<file path="config.mk">
export PLATFORM = sky130hd
export DESIGN_NAME = dma_prio_arb
export DESIGN_NICKNAME = d
export VERILOG_FILES = /design/src/rtl/dma_prio_arb.sv
export SDC_FILE = /design/constraint.sdc
export NUM_CORES = 1
export LEC_CHECK = 0
export BUFFER_PORTS_ARGS = -buffer_cell sky130_fd_sc_hd__clkbuf_2
export CELL_PAD_IN_SITES_DETAIL_PLACEMENT = 2
export CELL_PAD_IN_SITES_GLOBAL_PLACEMENT = 2
export CORE_AREA = 2 2 62 64
export CTS_BUF_LIST = sky130_fd_sc_hd__clkbuf_16
export CTS_CLUSTER_SIZE = 20
export DETAILED_ROUTE_END_ITERATION = 8
export DIE_AREA = 0 0 64 66
export PLACE_DENSITY_LB_ADDON = 0.25
export RECOVER_POWER = 50
export SLEW_MARGIN = 40
export SYNTH_ARGS = -nofsm -noshare
export SYNTH_HDL_FRONTEND = slang
export SYNTH_SLANG_ARGS = --single-unit
</file>
<file path="constraint.sdc">
create_clock -name CLK -period 2.7 [get_ports CLK]
set_clock_uncertainty 0.1 [all_clocks]
set_input_delay 0.135 -clock CLK [delete_from_list [all_inputs] [get_ports CLK]]
set_output_delay 0.135 -clock CLK [all_outputs]
set_load 0.01 [all_outputs]
</file>
<file path="src/rtl/dma_prio_arb.sv">
`default_nettype none
// ============================================================================
// dma_prio_arb : NCH-channel DMA request arbiter with HRQ/HLDA bus handshake
// Revision     : 1.0
// ============================================================================
module dma_prio_arb #(
  parameter int NCH           = 4,
  parameter int SYNC_STAGES   = 2,
  parameter bit DACK_ACT_HIGH = 1'b1
) (
  input  logic                   CLK,
  input  logic                   RESET,
  input  logic [NCH-1:0]         DREQ,
  input  logic [NCH-1:0]         MASK,
  input  logic                   ROT_PRIO,
  input  logic                   HLDA,
  input  logic                   XFER_DONE,
  output logic                   HRQ,
  output logic [NCH-1:0]         DACK,
  output logic                   ACT_VALID,
  output logic [$clog2(NCH)-1:0] ACT_CH
);

  localparam int             c_cw        = $clog2(NCH);
  localparam logic [NCH-1:0] c_dack_idle = {NCH{~DACK_ACT_HIGH}};

  typedef enum logic [1:0] {
    S_IDLE    = 2'd0,
    S_REQ     = 2'd1,
    S_GRANT   = 2'd2,
    S_RELEASE = 2'd3
  } state_t;

  logic [SYNC_STAGES-1:0][NCH-1:0] sync_q;
  logic [NCH-1:0]                  w_pend;
  state_t                          state_q;
  logic                            rot_q;
  logic [c_cw-1:0]                 ptr_q;
  logic [c_cw-1:0]                 act_ch_q;
  logic                            hrq_q;
  logic                            valid_q;
  logic [NCH-1:0]                  dack_q;
  logic [c_cw-1:0]                 w_base;
  logic [c_cw-1:0]                 w_win;
  logic [c_cw:0]                   w_idx;

  always_ff @(posedge CLK or posedge RESET) begin
    if (RESET) begin
      sync_q <= '0;
    end else begin
      sync_q <= {sync_q[SYNC_STAGES-2:0], DREQ};
    end
  end

  assign w_pend = sync_q[SYNC_STAGES-1] & ~MASK;

  // ptr_q holds the last-serviced channel; rotating search begins just after it.
  assign w_base = rot_q ? ((ptr_q == c_cw'(NCH-1)) ? '0 : ptr_q + 1'b1) : '0;

  // Walk the search order backwards so the earliest requesting channel wins.
  always_comb begin
    w_win = '0;
    w_idx = '0;
    for (int k = NCH-1; k >= 0; k--) begin
      w_idx = {1'b0, w_base} + (c_cw+1)'(k);
      if (w_idx >= (c_cw+1)'(NCH)) begin
        w_idx = w_idx - (c_cw+1)'(NCH);
      end
      if (w_pend[w_idx[c_cw-1:0]]) begin
        w_win = w_idx[c_cw-1:0];
      end
    end
  end

  always_ff @(posedge CLK or posedge RESET) begin
    if (RESET) begin
      state_q  <= S_IDLE;
      rot_q    <= 1'b0;
      ptr_q    <= c_cw'(NCH-1);
      hrq_q    <= 1'b0;
      dack_q   <= c_dack_idle;
      valid_q  <= 1'b0;
      act_ch_q <= '0;
    end else begin
      case (state_q)
        S_IDLE: begin
          if (|w_pend) begin
            state_q <= S_REQ;
            hrq_q   <= 1'b1;
            rot_q   <= ROT_PRIO;
          end
        end
        S_REQ: begin
          if (HLDA) begin
            if (|w_pend) begin
              state_q  <= S_GRANT;
              dack_q   <= c_dack_idle ^ (NCH'(1) << w_win);
              valid_q  <= 1'b1;
              act_ch_q <= w_win;
            end else begin
              state_q <= S_RELEASE;
              hrq_q   <= 1'b0;
            end
          end
        end
        S_GRANT: begin
          // Bus revocation takes precedence over a coincident end of service.
          if (!HLDA) begin
            state_q  <= S_IDLE;
            hrq_q    <= 1'b0;
            dack_q   <= c_dack_idle;
            valid_q  <= 1'b0;
            act_ch_q <= '0;
          end else if (XFER_DONE) begin
            state_q  <= S_RELEASE;
            hrq_q    <= 1'b0;
            dack_q   <= c_dack_idle;
            valid_q  <= 1'b0;
            act_ch_q <= '0;
            if (rot_q) begin
              ptr_q <= act_ch_q;
            end
          end
        end
        S_RELEASE: begin
          if (!HLDA) begin
            state_q <= S_IDLE;
          end
        end
        default: state_q <= S_IDLE;
      endcase
    end
  end

  assign HRQ       = hrq_q;
  assign DACK      = dack_q;
  assign ACT_VALID = valid_q;
  assign ACT_CH    = act_ch_q;

endmodule
`default_nettype wire

</file>
==> results of run 1 <==
## metrics by stage
step | utilization, % | total power [W] | hold slack [ns] | cell area [µm²]
6_report | 41.4 | 0.00155 | 0.0184 | 1470
5_1_grt | 41.4 | 0.00167 | 0.0303 | 1470
4_1_cts | 41.4 | 0.00157 | 0.0232 | 1470
3_5_place_dp | 37.7 | 0.00125 | 0.0562 | 1340
3_3_place_gp | 37.7 | 0.00121 | 0.144 | 1340
2_1_floorplan | - | 0.00105 | 0.0100 | 1190
## layout by cell type, fill, tap and decap left out, types with 2 or more instances in the layout
master                          instances
sky130_fd_sc_hd__mux2_2                 3
sky130_fd_sc_hd__dlygate4sd3_1          5
sky130_fd_sc_hd__dfrtp_1               19
sky130_fd_sc_hd__o211ai_1               2
sky130_fd_sc_hd__ha_1                   7
sky130_fd_sc_hd__inv_1                  9
sky130_fd_sc_hd__nor2_1                 5
sky130_fd_sc_hd__clkbuf_16              3
sky130_fd_sc_hd__a21oi_1                4
sky130_fd_sc_hd__dfstp_2                2
sky130_fd_sc_hd__a31oi_1                2
sky130_fd_sc_hd__nor2b_1                4
sky130_fd_sc_hd__a22o_2                 2
sky130_fd_sc_hd__a21o_1                 2
sky130_fd_sc_hd__nand2b_1               4
sky130_fd_sc_hd__o22ai_1                3
sky130_fd_sc_hd__nand2_1                4
sky130_fd_sc_hd__a221oi_1               2
sky130_fd_sc_hd__mux2i_1                3
sky130_fd_sc_hd__clkbuf_2              20
## worst max path at each step
| stage | startpoint | end |
|---|---|---|
| 6_report | state_q[0]$_DFFE_PP0P_ | DACK[3]$_DFFE_PP0P_ |
| 5_1_grt | state_q[0]$_DFFE_PP0P_ | DACK[3]$_DFFE_PP0P_ |
| 4_1_cts | state_q[0]$_DFFE_PP0P_ | DACK[3]$_DFFE_PP0P_ |
| 3_5_place_dp | state_q[0]$_DFFE_PP0P_ | DACK[3]$_DFFE_PP0P_ |
| 3_3_place_gp | state_q[0]$_DFFE_PP0P_ | DACK[3]$_DFFE_PP0P_ |
| 2_1_floorplan | ptr_q[1]$_DFFE_PP1P_ | DACK[3]$_DFFE_PP0P_ |
## final cells by class
type / instances / area, µm²
Tap cell: 48 / 60.1
Sequential cell: 21 / 528
Clock buffer: 3 / 75.1
Fill cell: 387 / 2080
Clock inverter: 1 / 3.75
Timing Repair Buffer: 25 / 150
Inverter: 8 / 30.0
Multi-Input combinational cell: 76 / 622
## metal layers
metal	track usage, %	part of all wire [%]	wire length, µm	vias to the layer above
li1	-	-	-	463
met1	18.3	43	1250	482
met2	27.1	53	1520	10
met3	2.56	2.2	64	5
met4	5.71	1.7	48	0
met5	0	0	0	-
## repair_timing
item                                   in CTS  in global routing
gates resized for setup                     0                  0
hold buffers                                5                  0
endpoints found under the hold margin      23                  0
buffers inserted                            0                  0
## synthesized netlist by cell type (2+ instances only)
cell type,count,share of area (%)
sky130_fd_sc_hd__a22o_2,2,1.7
sky130_fd_sc_hd__nor2b_1,4,2.1
sky130_fd_sc_hd__dfrtp_1,19,40
sky130_fd_sc_hd__o22ai_1,3,1.6
sky130_fd_sc_hd__a21o_1,2,1.3
sky130_fd_sc_hd__a31oi_1,2,1.0
sky130_fd_sc_hd__nand2b_1,4,2.1
sky130_fd_sc_hd__nand2_1,4,1.3
sky130_fd_sc_hd__inv_1,8,2.5
sky130_fd_sc_hd__a221oi_1,2,1.5
sky130_fd_sc_hd__mux2_2,3,2.8
sky130_fd_sc_hd__nor2_1,5,1.6
sky130_fd_sc_hd__o211ai_1,2,1.3
sky130_fd_sc_hd__ha_1,7,7.3
sky130_fd_sc_hd__mux2i_1,3,2.5
sky130_fd_sc_hd__dfstp_2,2,4.4
sky130_fd_sc_hd__a21oi_1,4,1.7
## power by group
part | switching, W | internal, W
Clock | 0.000111 | 0.000197
Sequential | 0.000106 | 0.000417
Combinational | 0.000397 | 0.000319
Total | 0.000615 | 0.000933
## cell families after synthesis
family / count (synthesis)
buffers and inverters: 11
adders and majority gates: 7
and+or+nand+nor: 31
muxes: 6
AOI/OAI and AO/OA: 32
DFF: 21
## sequential cells by signal (all words and copies together), names as in the netlist
register,count
sync_q,8
ptr_q,2
state_q,2
DACK,4
ACT_VALID,1
rot_q,1
ACT_CH,2
HRQ,1
## worst max-delay path, delay by kind of cell, from the launching register on
family	cells	cell delay [ns]
flops	1	0.44
fa+ha+maj	1	0.31
simple gates	1	0.14
compound gates	4	1.18
buf+inv	1	0.11
==> results.txt, run 1 <==
----------------------------------------------------
[Detailed routing]
  Detailed-route wire length per cell ... 15.8 µm
  Iter 0 DRT Violations ... 52
  ANT nets after route ... 0
  Total via count in the routed design ... 960
  Mean number of vias per cell ... 5.27
  Wire length after detailed routing ... 2880 µm
  Detailed-routing iteration count for the pre-antenna-repair pass ... 4
  DR DRC count ... 0

[Global routing]
  Initial antenna violation count ... 0
  GRT overflow ... 0
  Maximum number of pins on one net before global-route repair ... 22
  GRT Util Overall ... 15.2%
  Wire length of the first global-routing pass ... 4880 µm
  Vias in the first global route ... 1,015

[STA]
  Final worst-path cycle share ... 87.1%
  Setup violations, final ... 0
  Number of pins exceeding their max-slew limit in the final report ... 0
  Final critical delay including setup and external delays ... 2.35 ns
  Worst-case setup margin in the final layout ... 0.347 ns
  Fmax ... 0.425 GHz
  Final number of hold-violating endpoints ... 0
  Total negative setup slack ... 0 ns
  Setup repair after global routing missed its margin ... false
  Slew of the pin with the lowest slew margin ... 0.793 ns
  Worst slew margin relative to its limit ... 47.1%

[Critical path]
  Count of cells along the worst register-to-register path ... 7
  Setup slack of the worst register-to-register path ... 0.35 ns
  Sort of element at the end of the critical path ... flop
  CP cell instances ... inv_1 -> ha_1 -> nand2_1 -> o22ai_1 -> a211o_1 -> a311oi_2 -> a22o_2
  Required time of the critical path ... 2.80 ns
  Reg-to-Reg End ... DACK[3]$_DFFE_PP0P_
  Critical Path Max Stage Delay ... 0.45 ns
  Critical path fanouts, max ... 11
  Worst reg2reg path startpoint ... state_q[0]$_DFFE_PP0P_
  Critical-path cell with the highest stage delay ... sky130_fd_sc_hd__a211o_1
  Class of the most critical setup path ... flop to flop
  Critical Path AT ... 2.45 ns
  Critical Path Start Type ... flop

[Place]
  IO Port Bufs ... 20
  Worst slack at placement ... 0.383 ns
  Post-detailed-placement half-perimeter wirelength ... 2150 µm
  Cell count after placement ... 173
  Routability congestion estimate from global placement ... 0.808

[Logic synthesis]
  Adder-cell share of the synthesized area ... 7.34%
  Post-synthesis cell count ... 108
  Complex-gate fraction of the synthesized area ... 22.1%
  Number of register bits inferred by synthesis ... 21
  Post-synthesis share of cell area spent on and, or, nand and nor gates ... 17.3%
  Distinct cells, synth ... 49
  XOR/XNOR share of the synthesized area ... 0%
  Dominant register cell in the synthesized netlist ... sky130_fd_sc_hd__dfrtp_1
  Number of warnings issued by yosys ... 0
  Async set or reset register ratio after synthesis ... 100%
  Average size of a mapped cell ... 11.1 µm²
  Largest family of logic cells by synthesized area ... compound AO/OA/AOI/OAI gates
  Number of synthesized flops with an enable pin ... 0
  Share of synthesized area occupied by flip-flops and latches ... 44.2%
  Multiplexer area fraction after synthesis ... 5.35%
  Netlist Area Pre-Place ... 0.00119 mm²
  Net count after synthesis ... 128

[Power and ir drop]
  Cell area power density ... 1050 mW/mm²
  Leakage power total ... 0.678 nW
  VDD IR-drop max ... 0.432 mV

[Cells and area]
  Layout Cells excl Fill ... 182
  Post-synthesis to final-layout area growth ... 23.1%
  Layout cell share with drive strength beyond 1 ... 28.4%
  Net count, final ... 155
  Count of inserted antenna diode cells ... 0

[Clock network]
  TritonCTS buffer count ... 3
  Clock slew at reported path FFs ... 0.06 ns
  Clock latency on the worst-skew pair ... 0.26 ns
  Total number of clock tree sinks ... 21
  CTS Buffer Depth ... 2
  Max H-tree Level ... 1
  Clock tree from TritonCTS ... yes
  Clock Root Buffer ... sky130_fd_sc_hd__clkbuf_16

[Floorplan]
  Total die area ... 0.00422 mm²
  Starting Density ... 33.6%
  Die outline height ... 66 µm
  # rows ... 22
  Horizontal die dimension ... 64 µm
  Std-Cell Core Area ... 0.00355 mm²
  Num ports ... 21

[Job]
  Number of violations of the max-capacitance limit ... 0

[Min path]
  Depth of the worst hold-timing path ... 2
  Hold-critical path endpoint ... rot_q$_DFFE_PP0P_
  Hold/Removal Path Class ... primary input to flop
  Origin of the worst min-delay path ... ROT_PRIO

[Run status]
  Result of the run ... completed

----------------------------------------------------
No activity file was read; power rests on OpenSTA's default activity.
==> run 2, diff against run 1 <==
Settings changed: CELL_PAD_IN_SITES_DETAIL_PLACEMENT 2 to unset, CELL_PAD_IN_SITES_GLOBAL_PLACEMENT 2 to unset, CORE_AREA 2 2 62 64 to 2 2 51 53, DIE_AREA 0 0 64 66 to 0 0 53 55.
==> results.txt, run 2 (synthesis results as in run 1) <==
----------------------------------------------------
[STA]
  Setup violations, final ... 0 (unchanged)
  Number of pins exceeding their max-slew limit in the final report ... 0 (unchanged)
  Final worst-path cycle share ... 82.4% (was 87.1%)
  Worst slew margin relative to its limit ... 48.0% (was 47.1%)
  Final critical delay including setup and external delays ... 2.22 ns (was 2.35 ns)
  Total negative setup slack ... 0 ns (unchanged)
  Fmax ... 0.450 GHz (was 0.425 GHz)
  Final number of hold-violating endpoints ... 0 (unchanged)
  Setup repair after global routing missed its margin ... false (unchanged)
  Final-layout worst hold slack ... 0.0163 ns (was 0.0184 ns)
  Slew of the pin with the lowest slew margin ... 0.779 ns (was 0.793 ns)

[Global routing]
  Wire length of the first global-routing pass ... 4020 µm (was 4880 µm)
  Maximum number of pins on one net before global-route repair ... 22 (unchanged)
  GRT Util Overall ... 19.2% (was 15.2%)
  GRT overflow ... 0 (unchanged)
  Vias in the first global route ... 898 (was 1,015)
  Initial antenna violation count ... 0 (unchanged)

[Power and ir drop]
  Cell Int Power ... 0.000944 W (was 0.000933 W)
  Leakage power total ... 0.683 nW (was 0.678 nW)
  Portion of total power attributed to sequential cells ... 32.4% (was 33.8%)
  Switching fraction of total power ... 39.0% (was 39.7%)
  Cell area power density ... 1060 mW/mm² (was 1050 mW/mm²)
  Logic gate share of total power ... 47.8% (was 46.3%)
  P_sw ... 0.000603 W (was 0.000615 W)
  VDD IR-drop max ... 0.768 mV (was 0.432 mV)
  Share of power burned in the clock network ... 19.8% (was 19.9%)

[Detailed routing]
  Total via count in the routed design ... 955 (was 960)
  Detailed-route wire length per cell ... 14.8 µm (was 15.8 µm)
  ANT nets after route ... 0 (unchanged)
  Iter 0 DRT Violations ... 27 (was 52)
  Detailed-routing iteration count for the pre-antenna-repair pass ... 5 (was 4)
  Mean number of vias per cell ... 5.79 (was 5.27)
  Wire length after detailed routing ... 2430 µm (was 2880 µm)
  DR DRC count ... 0 (unchanged)

[Critical path]
  Critical Path Start Type ... flop (unchanged)
  Worst reg2reg path startpoint ... state_q[0]$_DFFE_PP0P_ (unchanged)
  Reg-to-Reg End ... DACK[3]$_DFFE_PP0P_ (unchanged)
  Sort of element at the end of the critical path ... flop (unchanged)
  Critical path fanouts, max ... 11 (unchanged)
  Required time of the critical path ... 2.79 ns (was 2.80 ns)
  Class of the most critical setup path ... flop to flop (unchanged)
  Critical Path AT ... 2.32 ns (was 2.45 ns)
  Setup slack of the worst register-to-register path ... 0.48 ns (was 0.35 ns)
  Destination of the critical timing path ... DACK[3]$_DFFE_PP0P_ (unchanged)
  Crit. Startpoint ... state_q[0]$_DFFE_PP0P_ (unchanged)
  Count of cells along the worst register-to-register path ... 7 (unchanged)

[Cells and area]
  Largest reg by FF count ... sync_q (unchanged)
  Count of inserted antenna diode cells ... 0 (unchanged)
  Most frequent cells in the layout ... 20 x sky130_fd_sc_hd__clkbuf_2, 19 x sky130_fd_sc_hd__dfrtp_1, 9 x sky130_fd_sc_hd__inv_1 (unchanged)
  Layout cell share with drive strength beyond 1 ... 28.9% (was 28.4%)
  Utilization after layout ... 61.5% (was 41.4%)
  Fillers ... 200 (was 387)
  Post-synthesis to final-layout area growth ... 21.8% (was 23.1%)
  Net count, final ... 156 (was 155)
  Layout Cells excl Fill ... 165 (was 182)
  Most common library cell in the layout ignoring fill and taps ... sky130_fd_sc_hd__clkbuf_2 (unchanged)
  Number of flip-flops in the largest register ... 8 (unchanged)

[Min path]
  Hold/Removal Path Class ... primary input to flop (unchanged)

[Clock network]
  Clock tree from TritonCTS ... yes (unchanged)
  Total number of clock tree sinks ... 21 (unchanged)
  CTS Buffer Depth ... 2 (unchanged)
  Clock Root Buffer ... sky130_fd_sc_hd__clkbuf_16 (unchanged)
  Clock slew at reported path FFs ... 0.06 ns (about the same)
  Post-cts resize count ... 0 (unchanged)
  TritonCTS buffer count ... 3 (unchanged)
  Clock latency on the worst-skew pair ... 0.25 ns (was 0.26 ns)
  Max H-tree Level ... 1 (unchanged)

[Floorplan]
  Starting Density ... 50.5% (was 33.6%)
  Total die area ... 0.00292 mm² (was 0.00422 mm²)
  Horizontal die dimension ... 53 µm (was 64 µm)
  Std-Cell Core Area ... 0.00236 mm² (was 0.00355 mm²)
  Num ports ... 21 (unchanged)
  Die outline height ... 55 µm (was 66 µm)
  # rows ... 18 (was 22)

[Place]
  Post-detailed-placement half-perimeter wirelength ... 1780 µm (was 2150 µm)
  IO Port Bufs ... 20 (unchanged)
  Cell count after placement ... 156 (was 173)
  Routability congestion estimate from global placement ... 0.846 (was 0.808)

[Run status]
  Result of the run ... completed (unchanged)

[Job]
  Number of violations of the max-capacitance limit ... 0 (unchanged)

----------------------------------------------------
## run 2: changes by cell type in the layout (fill, tap and decap cells not counted)
cell,change
sky130_fd_sc_hd__buf_4,+1
## run 2: metal layers
metal / global-route usage [%] / part of all wire [%] / up-vias
met5: 0 / 0 / -
met4: 7.26 / 1.8 / 0
met3: 5.11 / 4.3 / 6
met2: 31.0 / 48 / 24
met1: 24.7 / 46 / 464
li1: - / - / 461
## run 2: stage by stage
step,worst slack (ns),instance area (µm²),total power [W]
detailed placement,0.516,1330,0.00123
floorplan,0.649,1190,0.00105
finish,0.477,1450,0.00155
CTS,0.488,1450,0.00155
global placement,0.548,1330,0.00122
global route,0.283,1450,0.00167
## run 2: worst min path at each step
stage	startpoint	end	slack, ns	depth (start not counted)
final	ROT_PRIO	rot_q$_DFFE_PP0P_	0.02	2
after global routing	ROT_PRIO	rot_q$_DFFE_PP0P_	0.02	2
after CTS	ROT_PRIO	rot_q$_DFFE_PP0P_	0.01	2
after detailed placement	DREQ[0]	sync_q[0]$_DFF_PP0_	0.14	1
after global placement	DREQ[1]	sync_q[1]$_DFF_PP0_	0.14	1
after floorplan	RESET	ACT_CH[0]$_DFFE_PP0P_	0.01	1
## run 2: layout make-up
cell class / instances / area (µm²) / area share [%]
inverter: 8 / 30.0 / 2.07
tap: 30 / 37.5 / 2.58
sequential: 21 / 528 / 36.3
timing repair buffer: 26 / 158 / 10.8
clock buffer: 3 / 75.1 / 5.16
multi-input combinational: 76 / 622 / 42.8
clock inverter: 1 / 3.75 / 0.258
## run 2: worst max-delay path, cell delays in order (launching register included)
cell	delay, ns
sky130_fd_sc_hd__dfrtp_1	0.43
sky130_fd_sc_hd__inv_1	0.11
sky130_fd_sc_hd__ha_1	0.31
sky130_fd_sc_hd__nand2_1	0.12
sky130_fd_sc_hd__o22ai_1	0.12
sky130_fd_sc_hd__a211o_1	0.44
sky130_fd_sc_hd__a311oi_2	0.36
sky130_fd_sc_hd__a22o_2	0.18
## run 2: what timing repair did
item                      4_1_cts  5_1_grt
hold buffers                    5        0
hold endpoints to repair       23        0
buffers inserted                0        0
## run 2: power by group through the flow
stage	logic, W	clock network [W]	registers [W]
2_1_floorplan	0.000544	0	0.000509
3_3_place_gp	0.000713	0	0.000503
3_5_place_dp	0.000726	0	0.000507
4_1_cts	0.000736	0.000311	0.000502
5_1_grt	0.000826	0.000326	0.000518
6_report	0.000739	0.000306	0.000502
